<file path="src/rtl/transfer_execute_wb.sv">
// Execute -> Write-Back pipeline register for the dual-issue core.
// Captures both issue slots' write enables, destinations, unit selects and raw
// unit results. Write-Back does the final per-slot data selection.
//
// Optional feature macro: TRANSFER_EXECUTE_WB_RD0_SUPPRESS_EN
//   defined   -> a slot targeting x0 never writes back (reg_write forced to 0)
//   undefined -> rd = 0 receives no special treatment
module transfer_execute_wb #(
    parameter int unsigned DATA_W = 32,
    parameter int unsigned RD_W   = 5,
    parameter int unsigned SEL_W  = 3
) (
    input  logic              clk,
    input  logic              rst_n,
    input  logic              stall,
    input  logic              reg_write1_execute,
    input  logic              reg_write2_execute,
    input  logic [RD_W-1:0]   rd1_execute,
    input  logic [RD_W-1:0]   rd2_execute,
    input  logic [SEL_W-1:0]  au_mul_lsu1,
    input  logic [SEL_W-1:0]  au_mul_lsu2,
    input  logic [DATA_W-1:0] au1_result,
    input  logic [DATA_W-1:0] au2_result,
    input  logic [DATA_W-1:0] mul1_result,
    input  logic [DATA_W-1:0] mul2_result,
    input  logic [DATA_W-1:0] lsu_result,
    output logic              reg_write1_wb,
    output logic              reg_write2_wb,
    output logic [RD_W-1:0]   rd1_wb,
    output logic [RD_W-1:0]   rd2_wb,
    output logic [SEL_W-1:0]  au_mul_lsu1_wb,
    output logic [SEL_W-1:0]  au_mul_lsu2_wb,
    output logic [DATA_W-1:0] au1_wb,
    output logic [DATA_W-1:0] au2_wb,
    output logic [DATA_W-1:0] mul1_wb,
    output logic [DATA_W-1:0] mul2_wb,
    output logic [DATA_W-1:0] lsu_wb
);

    // Bit position of the LSU request inside a unit-select code.
    localparam int unsigned LsuBit = 2;

    logic              reg_write1_d, reg_write1_q;
    logic              reg_write2_d, reg_write2_q;
    logic [RD_W-1:0]   rd1_q, rd2_q;
    logic [SEL_W-1:0]  sel1_q, sel2_q;
    logic [DATA_W-1:0] au1_q, au2_q, mul1_q, mul2_q, lsu_q;

    logic sel1_onehot, sel2_onehot, lsu_conflict;
    logic rd1_zero, rd2_zero;

    // Qualify the raw write enables: select must be one-hot, only one slot may own the LSU.
    always_comb begin
        sel1_onehot  = (au_mul_lsu1 != '0) &&
                       ((au_mul_lsu1 & (au_mul_lsu1 - SEL_W'(1))) == '0);
        sel2_onehot  = (au_mul_lsu2 != '0) &&
                       ((au_mul_lsu2 & (au_mul_lsu2 - SEL_W'(1))) == '0);
        // Slot 1 is older in program order, so it wins the shared LSU.
        lsu_conflict = au_mul_lsu1[LsuBit] & au_mul_lsu2[LsuBit];
`ifdef TRANSFER_EXECUTE_WB_RD0_SUPPRESS_EN
        rd1_zero     = (rd1_execute == '0);
        rd2_zero     = (rd2_execute == '0);
`else
        rd1_zero     = 1'b0;
        rd2_zero     = 1'b0;
`endif
        reg_write1_d = reg_write1_execute & sel1_onehot & ~rd1_zero;
        reg_write2_d = reg_write2_execute & sel2_onehot & ~lsu_conflict & ~rd2_zero;
    end

    // Pipeline register: synchronous reset beats stall, stall beats capture.
    always_ff @(posedge clk) begin
        if (!rst_n) begin
            reg_write1_q <= 1'b0;
            reg_write2_q <= 1'b0;
            rd1_q        <= '0;
            rd2_q        <= '0;
            sel1_q       <= '0;
            sel2_q       <= '0;
            au1_q        <= '0;
            au2_q        <= '0;
            mul1_q       <= '0;
            mul2_q       <= '0;
            lsu_q        <= '0;
        end else if (!stall) begin
            reg_write1_q <= reg_write1_d;
            reg_write2_q <= reg_write2_d;
            rd1_q        <= rd1_execute;
            rd2_q        <= rd2_execute;
            sel1_q       <= au_mul_lsu1;
            sel2_q       <= au_mul_lsu2;
            au1_q        <= au1_result;
            au2_q        <= au2_result;
            mul1_q       <= mul1_result;
            mul2_q       <= mul2_result;
            lsu_q        <= lsu_result;
        end
    end

    // Outputs come straight from the flops; no input-to-output path.
    always_comb begin
        reg_write1_wb  = reg_write1_q;
        reg_write2_wb  = reg_write2_q;
        rd1_wb         = rd1_q;
        rd2_wb         = rd2_q;
        au_mul_lsu1_wb = sel1_q;
        au_mul_lsu2_wb = sel2_q;
        au1_wb         = au1_q;
        au2_wb         = au2_q;
        mul1_wb        = mul1_q;
        mul2_wb        = mul2_q;
        lsu_wb         = lsu_q;
    end

endmodule

</file>
<file path="config.mk">
export PLATFORM = sky130hd
export DESIGN_NAME = transfer_execute_wb
export DESIGN_NICKNAME = d
export VERILOG_FILES = /design/src/rtl/transfer_execute_wb.sv
export SDC_FILE = /design/constraint.sdc
export NUM_CORES = 1
export LEC_CHECK = 0
export BUFFER_PORTS_ARGS = -buffer_cell sky130_fd_sc_hd__buf_4
export CORE_MARGIN = 5
export CORE_UTILIZATION = 30
export CTS_CLUSTER_DIAMETER = 100
export DETAILED_ROUTE_END_ITERATION = 7
export PLACE_DENSITY = 0.6
export REMOVE_ABC_BUFFERS = 1
export SETUP_SLACK_MARGIN = 0.1
export SYNTH_ARGS = -nofsm -noshare
export SYNTH_HDL_FRONTEND = slang
export SYNTH_SLANG_ARGS = --single-unit
</file>
<file path="constraint.sdc">
create_clock -name clk -period 1.15 [get_ports clk]
set_input_delay 0.115 -clock clk [delete_from_list [all_inputs] [get_ports clk]]
set_output_delay 0.115 -clock clk [all_outputs]
set_load 0.03 [all_outputs]
</file>
==> results of run 1 <==
layout make-up:
type / instances / area [um^2] / area share (%)
repair buffers: 562 / 5430 / 41.4
clock inverters: 12 / 119 / 0.907
flip-flops and latches: 178 / 3780 / 28.9
well taps: 285 / 357 / 2.72
clock buffers: 20 / 457 / 3.49
multi-input cells: 366 / 2960 / 22.6
sequential cells by signal, summed over array words and instances, names as in the netlist:
| name | cells |
|---|---|
| au2_wb | 32 |
| rd1_wb | 5 |
| rd2_wb | 5 |
| mul1_wb | 32 |
| au1_wb | 32 |
| au_mul_lsu2_wb | 3 |
| mul2_wb | 32 |
| reg_write2_wb | 1 |
| au_mul_lsu1_wb | 3 |
| reg_write1_wb | 1 |
| lsu_wb | 32 |
power groups by stage:
stage	Combinational (mW)	Clock, mW	Sequential, mW
3_5_place_dp	2.83	0	6.86
3_3_place_gp	2.82	0	6.86
2_1_floorplan	0.621	0	7.57
5_1_grt	3.82	6.17	6.91
6_report	3.61	5.70	6.87
4_1_cts	3.54	5.90	6.83
worst register-to-register path, cell delays in order (launching register included):
cell and delay (ps):
dfxtp_2 330, buf_4 130, mux2_1 290, nand2_1 70, a21oi_1 40
timing repair:
action | 4_1_cts | 5_1_grt
resized for setup | 285 | 71
endpoints found under the hold margin | 178 | 0
hold buffers | 177 | 0
buffers inserted | 0 | 12
endpoints found under the setup margin | 164 | 122
cloned | 0 | 0
placed cells by master, fill, tap and decap left out, types with 3 or more instances in the layout:
cell type,count
clkinv_4,4
nor2b_1,176
nor2_1,3
clkbuf_16,17
buf_6,178
buf_4,199
inv_8,3
mux2i_1,177
dlygate4sd3_1,177
dfxtp_2,177
inv_6,3
buf_12,7
final timing paths:
path | start | to | slack (ps) | cells after the start
setup / recovery | mul2_wb[12]$_SDFFE_PN0N_ | mul2_wb[12] | 130 | 1
setup reg to reg | reg_write2_wb$_SDFFE_PN0N_ | reg_write2_wb$_SDFFE_PN0N_ | 180 | 4
hold / removal | reg_write2_execute | reg_write2_wb$_SDFFE_PN0N_ | 90 | 4
hold reg to reg | reg_write1_wb$_SDFFE_PN0N_ | reg_write1_wb$_SDFFE_PN0N_ | 490 | 2
through the flow:
step / power (mW) / setup WS (ps)
after detailed placement: 9.69 / 124
after floorplan: 8.19 / 225
final: 16.2 / 125
after global placement: 9.67 / 135
after CTS: 16.3 / 90.3
after global routing: 16.9 / 72.8
logic make-up after synthesis:
logic type	after synthesis	synth area share, %
and+or+nand+nor	183	16.7
muxes	178	26.3
DFF	178	52.5
buffers and inverters	40	3.98
AOI/OAI and AO/OA	4	0.369
xor gates and xnor gates	1	0.129
per-layer routing:
metal	part of all wire (%)	up-vias	GRT usage (%)
li1	-	3020	-
met1	39	2801	18.4
met2	51	223	30.0
met3	6.9	43	6.18
met4	2.6	0	5.71
met5	0	-	0
==> metrics.cfg, run 1 <==
[yosys]
synth_edf_count=0
synthTopCellsByArea=dfxtp_1 53%, mux2i_1 26%, nor2b_1 16%
async_reset_ff_share_pct=0
avgSynthCellArea_um2=11.6
synth_cell_types=16
ys.flop_type=dfxtp_1
ys_top_cells_by_count=178 x dfxtp_1, 177 x mux2i_1, 176 x nor2b_1
ys_ff_latch=178
synth.most_common_cell=dfxtp_1
ys_seq_area_share_pct=52.5
syn_area_um2=6780
synthCells=584
yosysTopAreaCell=dfxtp_1
yosysTopAreaCellShare_pct=52.5
yosys_warnings=0

[setup_path]
cpPeakStageDelay_ps=360
critPathBufInv=1
cp.required_ps=1030
critPathTopFamily=flip-flops
critPathLaunchType=register
slowest_stage=dfxtp_2
end_kind=output port
critical_path_class=register to output port
path_cells=buf_6
cp.arrival_ps=910
crit_fanout=2

[grt]
grtUsageTotal_pct=16.8
grt_max_degree=72
grt_pass1_wl_mm=35.1
antenna_found_initial=0
grt_overflow=0
grt_pass1_vias=6649

[clock_network]
cts_tree=built
htree_levels=4
clk_pin_slew_ps=80
cts_buffer_depth=2
cts_sinks=178
clk_latency_ps=410
cts_root_buffer=clkbuf_16
cts_buffers=17

[die]
rows=55
dieArea_um2=25700
initial_core_util_pct=30.2
die_x_um=160
io_pins=359
coreArea_um2=22400
die_y_um=160

[sta]
report.final.slew_viol_count=0
setup_viol=0
max_freq_mhz=976
tns_ps=0
period_needed_ps=1020
grt_setup_unrepaired=yes
fin_crit_sh_pct=89.1
final_hold_viol_count=0
slew_headroom_pct=81.2
clock_skew_ps=0
worst_pin_slew_ps=282
whs_ps=94.2

[place]
placed_cell_area_um2=9770
dp.cells=1202
dp_hpwl_mm=14.7
place_congestion=0.755
port_buffers=358

[finish]
area_delta_synth_final_pct=93.1
utilization_pct=58.4
antenna_cells=0
nets=1306
fin_area_um2=13100
num-fill-cells=1820
drive_gt1_share_pct=52.2
fin_cells=1423

[drt]
routed_wl_mm=22.7
num_vias=6087
drc=0
drt-initial-drc-count=164
wl_per_cell_um=16.0
drtPass1Iterations=4
antenna_left=0
avgViaCountPerCell=4.28

[pwr]
power_switching_mw=4.60
p_leak_nw=6.06
clkPwrFrac_pct=35.2
powerDensity_nw_per_um2=1240
comb_power_share_pct=22.3
p_int_mw=11.6
ir_drop_mv=0.792
p_sw_share_pct=28.4
seqPwrFrac_pct=42.4

[hold_path]
hp-class=input port to register

[flow_run]
cap_violations=0

[outcome]
run_status=complete, no violations

(Power assumes the default switching activity.)
==> inputs of run 2 (changes only) <==
--- a/config.mk
+++ b/config.mk
@@ -11,6 +11,7 @@
 export CTS_CLUSTER_DIAMETER = 100
 export DETAILED_ROUTE_END_ITERATION = 7
 export PLACE_DENSITY = 0.6
+export RECOVER_POWER = 25
 export REMOVE_ABC_BUFFERS = 1
 export SETUP_SLACK_MARGIN = 0.1
 export SYNTH_ARGS = -nofsm -noshare
==> metrics.cfg, run 2 (synthesis gave the netlist of run 1 again) <==
[setup_path]
path_cells=buf_6
cpPeakStageDelay_ps=360
slowest_stage=dfxtp_1
end_kind=output port
cp.arrival_ps=930
cp.required_ps=1030
worst-r2r-setup-slack_ps=180
critPathTopFamily=flip-flops
critPathLaunchType=register
critPathBufInv=1
crit_fanout=2
critical_path_class=register to output port

[grt]
grt_pass1_wl_mm=35.1
grt_max_degree=72
grt_pass1_vias=6649
grt_overflow=0
antenna_found_initial=0
grtUsageTotal_pct=16.8

[hold_path]
hp-class=input port to register

[finish]
nets=1306
multi_input_area_um2=2960
drive_gt1_share_pct=49.3
regArea_um2=3740
fin_area_um2=13100
antenna_cells=0
num-fill-cells=1834
area_delta_synth_final_pct=92.4
fin_cells=1423
layout_common_cells=178 x buf_6, 177 x mux2i_1, 177 x dlygate4sd3_1, 176 x nor2b_1, 145 x dfxtp_2
utilization_pct=58.2
layout_commonest_cell=buf_6

[clock_network]
clk_pin_slew_ps=70
cts_sinks=178
cts_tree=built
cts_buffer_depth=2
cts_root_buffer=clkbuf_16
clk_latency_ps=410
htree_levels=4
cts_buffers=17

[die]
io_pins=359
rows=55
initial_core_util_pct=30.2
coreArea_um2=22400
dieArea_um2=25700
die_y_um=160
die_x_um=160

[sta]
slew_headroom_pct=81.2
grt_setup_unrepaired=yes
worst_pin_slew_ps=281
final_hold_viol_count=0
setup_slack_ps=108
clock_skew_ps=0
fin_crit_sh_pct=90.6
max_freq_mhz=959
report.final.slew_viol_count=0
setup_viol=0
period_needed_ps=1040
tns_ps=0

[place]
pre_cts_slack_ps=124
dp_hpwl_mm=14.7
port_buffers=358
dp.cells=1202
placed_cell_area_um2=9770
place_congestion=0.755

[drt]
wl_met1_mm=8.89
drc=0
wl_per_cell_um=15.9
wl_met2_mm=11.6
met3WireLength_mm=1.59
drt-initial-drc-count=155
avgViaCountPerCell=4.27
drtPass1Iterations=4
antenna_left=0
routed_wl_mm=22.7
num_vias=6074
highest_layer=met4

[pwr]
p_leak_nw=6.03
ir_drop_mv=0.792
powerDensity_nw_per_um2=1240

[outcome]
run_status=complete, no violations

[flow_run]
cap_violations=0

[run 2: final timing paths]
kind,start,endpoint,cells after the start
setup / recovery,lsu_wb[21]$_SDFFE_PN0N_,lsu_wb[21],1
hold / removal,reg_write2_execute,reg_write2_wb$_SDFFE_PN0N_,4
setup reg to reg,reg_write2_wb$_SDFFE_PN0N_,reg_write2_wb$_SDFFE_PN0N_,4
hold reg to reg,reg_write1_wb$_SDFFE_PN0N_,reg_write1_wb$_SDFFE_PN0N_,2
[run 2: layout make-up]
| class | count | share of cell area [%] |
|---|---|---|
| Multi-Input combinational cell | 366 | 22.6 |
| Clock inverter | 12 | 0.910 |
| Timing Repair Buffer | 562 | 41.5 |
| Clock buffer | 20 | 3.50 |
| Sequential cell | 178 | 28.7 |
| Tap cell | 285 | 2.73 |
[run 2: power by group]
part           switching [mW]  leakage [nW]  internal [mW]  total, mW
registers               0.262          1.52           6.59       6.85
logic                    1.62          4.23           1.98       3.60
clock network            2.72         0.280           2.99       5.71
[run 2: routing by layer]
| layer | vias up | track usage, % |
|---|---|---|
| li1 | 3020 | - |
| met1 | 2788 | 18.4 |
| met2 | 223 | 30.0 |
| met3 | 43 | 6.18 |
| met4 | 0 | 5.71 |
| met5 | - | 0 |
[run 2: timing repair]
action | 4_1_cts | 5_1_grt
setup buffers | 0 | 12
endpoints found under the setup margin | 164 | 122
hold endpoints to repair | 178 | 0
gates resized for setup | 285 | 71
hold buffers | 177 | 0
[run 2: stage by stage]
stage / power, mW / hold slack (ps)
2_1_floorplan: 8.19 / 219
4_1_cts: 16.3 / 71.4
6_report: 16.2 / 94.2
3_3_place_gp: 9.67 / 364
3_5_place_dp: 9.69 / 375
5_1_grt: 16.9 / 105
==> inputs of run 3 (changes only) <==
==> constraint.sdc (replaced) <==
create_clock -name clk -period 1.33 [get_ports clk]
set_input_delay 0.133 -clock clk [delete_from_list [all_inputs] [get_ports clk]]
set_output_delay 0.133 -clock clk [all_outputs]
set_load 0.03 [all_outputs]
==> metrics.cfg, run 3 (synthesis gave the netlist of run 1 again) <==
[sta]
clock_skew_ps=0
setup_viol=0
final_hold_viol_count=0
max_freq_mhz=902
setup_slack_ps=221
slew_headroom_pct=78.9
worst_pin_slew_ps=316
fin_crit_sh_pct=83.4
tns_ps=0
report.final.slew_viol_count=0
period_needed_ps=1110
grt_setup_unrepaired=no
whs_ps=32.5

[drt]
drc=0
antenna_left=0
avgViaCountPerCell=4.20
wl_per_cell_um=15.0
num_vias=5938
drt-initial-drc-count=203
routed_wl_mm=21.3
drtPass1Iterations=4

[die]
rows=55
die_x_um=160
die_y_um=160
coreArea_um2=22400
io_pins=359
initial_core_util_pct=30.2
dieArea_um2=25700

[finish]
antenna_cells=0
fin_cells=1414
utilization_pct=54.1
layout_commonest_cell=buf_4
drive_gt1_share_pct=36.0
nets=1298
area_delta_synth_final_pct=79.0
layout_common_cells=284 x buf_4, 178 x dfxtp_1, 177 x mux2i_1, 176 x nor2b_1, 176 x dlygate4sd3_1

[setup_path]
critPathLaunchType=register
cp.arrival_ps=980
critical_path_class=register to output port
cp.required_ps=1200
slowest_stage=dfxtp_1
critPathTopFamily=flip-flops
critPathBufInv=1
cpPeakStageDelay_ps=380
path_cells=buf_4
crit_fanout=2
end_kind=output port

[outcome]
run_status=complete, no violations

[clock_network]
htree_levels=4
cts_tree=built
cts_buffers=17
cts_setup_buffers=0
cts_buffer_depth=2
clk_pin_slew_ps=70
cts_resized=0
hold_buffers=176
cts_root_buffer=clkbuf_16
cts_sinks=178
clk_latency_ps=410

[pwr]
p_leak_nw=5.77
powerDensity_nw_per_um2=1120
ir_drop_mv=0.757

[flow_run]
cap_violations=0

[grt]
grt_pass1_wl_mm=34.2
grt_max_degree=86
grtUsageTotal_pct=16.3
grt_pass1_vias=6549
antenna_found_initial=0
grt_overflow=0

[place]
dp.cells=1207
place_congestion=0.742
pre_cts_slack_ps=240
port_buffers=358
dp_hpwl_mm=14.8

[hold_path]
hp-class=input port to register

## run 3: changes by cell type in the layout (fill, tap and decap cells not counted), moves of 2 or more
cell and delta:
dfxtp_1 +145, inv_6 +2, dfxtp_2 -145, buf_12 +2, buf_4 +142, clkbuf_8 -2
clkbuf_4 +28, buf_6 -178, inv_8 -3
## run 3: per-layer routing
layer / routed length (um) / global-route usage (%) / up-vias / share of wire (%)
li1: - / - / 2991 / -
met5: 0 / 0 / - / 0
met4: 450 / 5.20 / 0 / 2.1
met1: 8630 / 18.3 / 2703 / 41
met3: 1640 / 6.34 / 28 / 7.7
met2: 10500 / 28.4 / 216 / 50
## run 3: worst paths after layout
check / start / to / slack [ps] / depth (start not counted)
max: mul2_wb[28]$_SDFFE_PN0N_ / mul2_wb[28] / 220 / 1
min: au_mul_lsu2[0] / au_mul_lsu2_wb[0]$_SDFFE_PN0N_ / 30 / 3
max reg2reg: reg_write2_wb$_SDFFE_PN0N_ / reg_write2_wb$_SDFFE_PN0N_ / 490 / 3
min reg2reg: reg_write1_wb$_SDFFE_PN0N_ / reg_write1_wb$_SDFFE_PN0N_ / 500 / 2
## run 3: per-stage QoR
step | total power, mW | area [um^2]
5_1_grt | 14.2 | 12100
3_5_place_dp | 8.40 | 9830
3_3_place_gp | 8.39 | 9830
2_1_floorplan | 7.08 | 6510
4_1_cts | 13.8 | 12100
6_report | 13.6 | 12100
## run 3: layout make-up
cell class | instances | area (um^2)
clock buffers | 19 | 433
clock inverters | 12 | 124
fillers | 1932 | 10300
multi-input cells | 366 | 2950
flip-flops and latches | 178 | 3560
well taps | 285 | 357
repair buffers | 554 | 4720
## run 3: report_power, final
part           internal (mW)  total, mW  switching, mW
clock                   2.62       4.88           2.26
combinational           1.51       2.88           1.37
sequential              5.65       5.82          0.171
total                   9.77       13.6           3.80
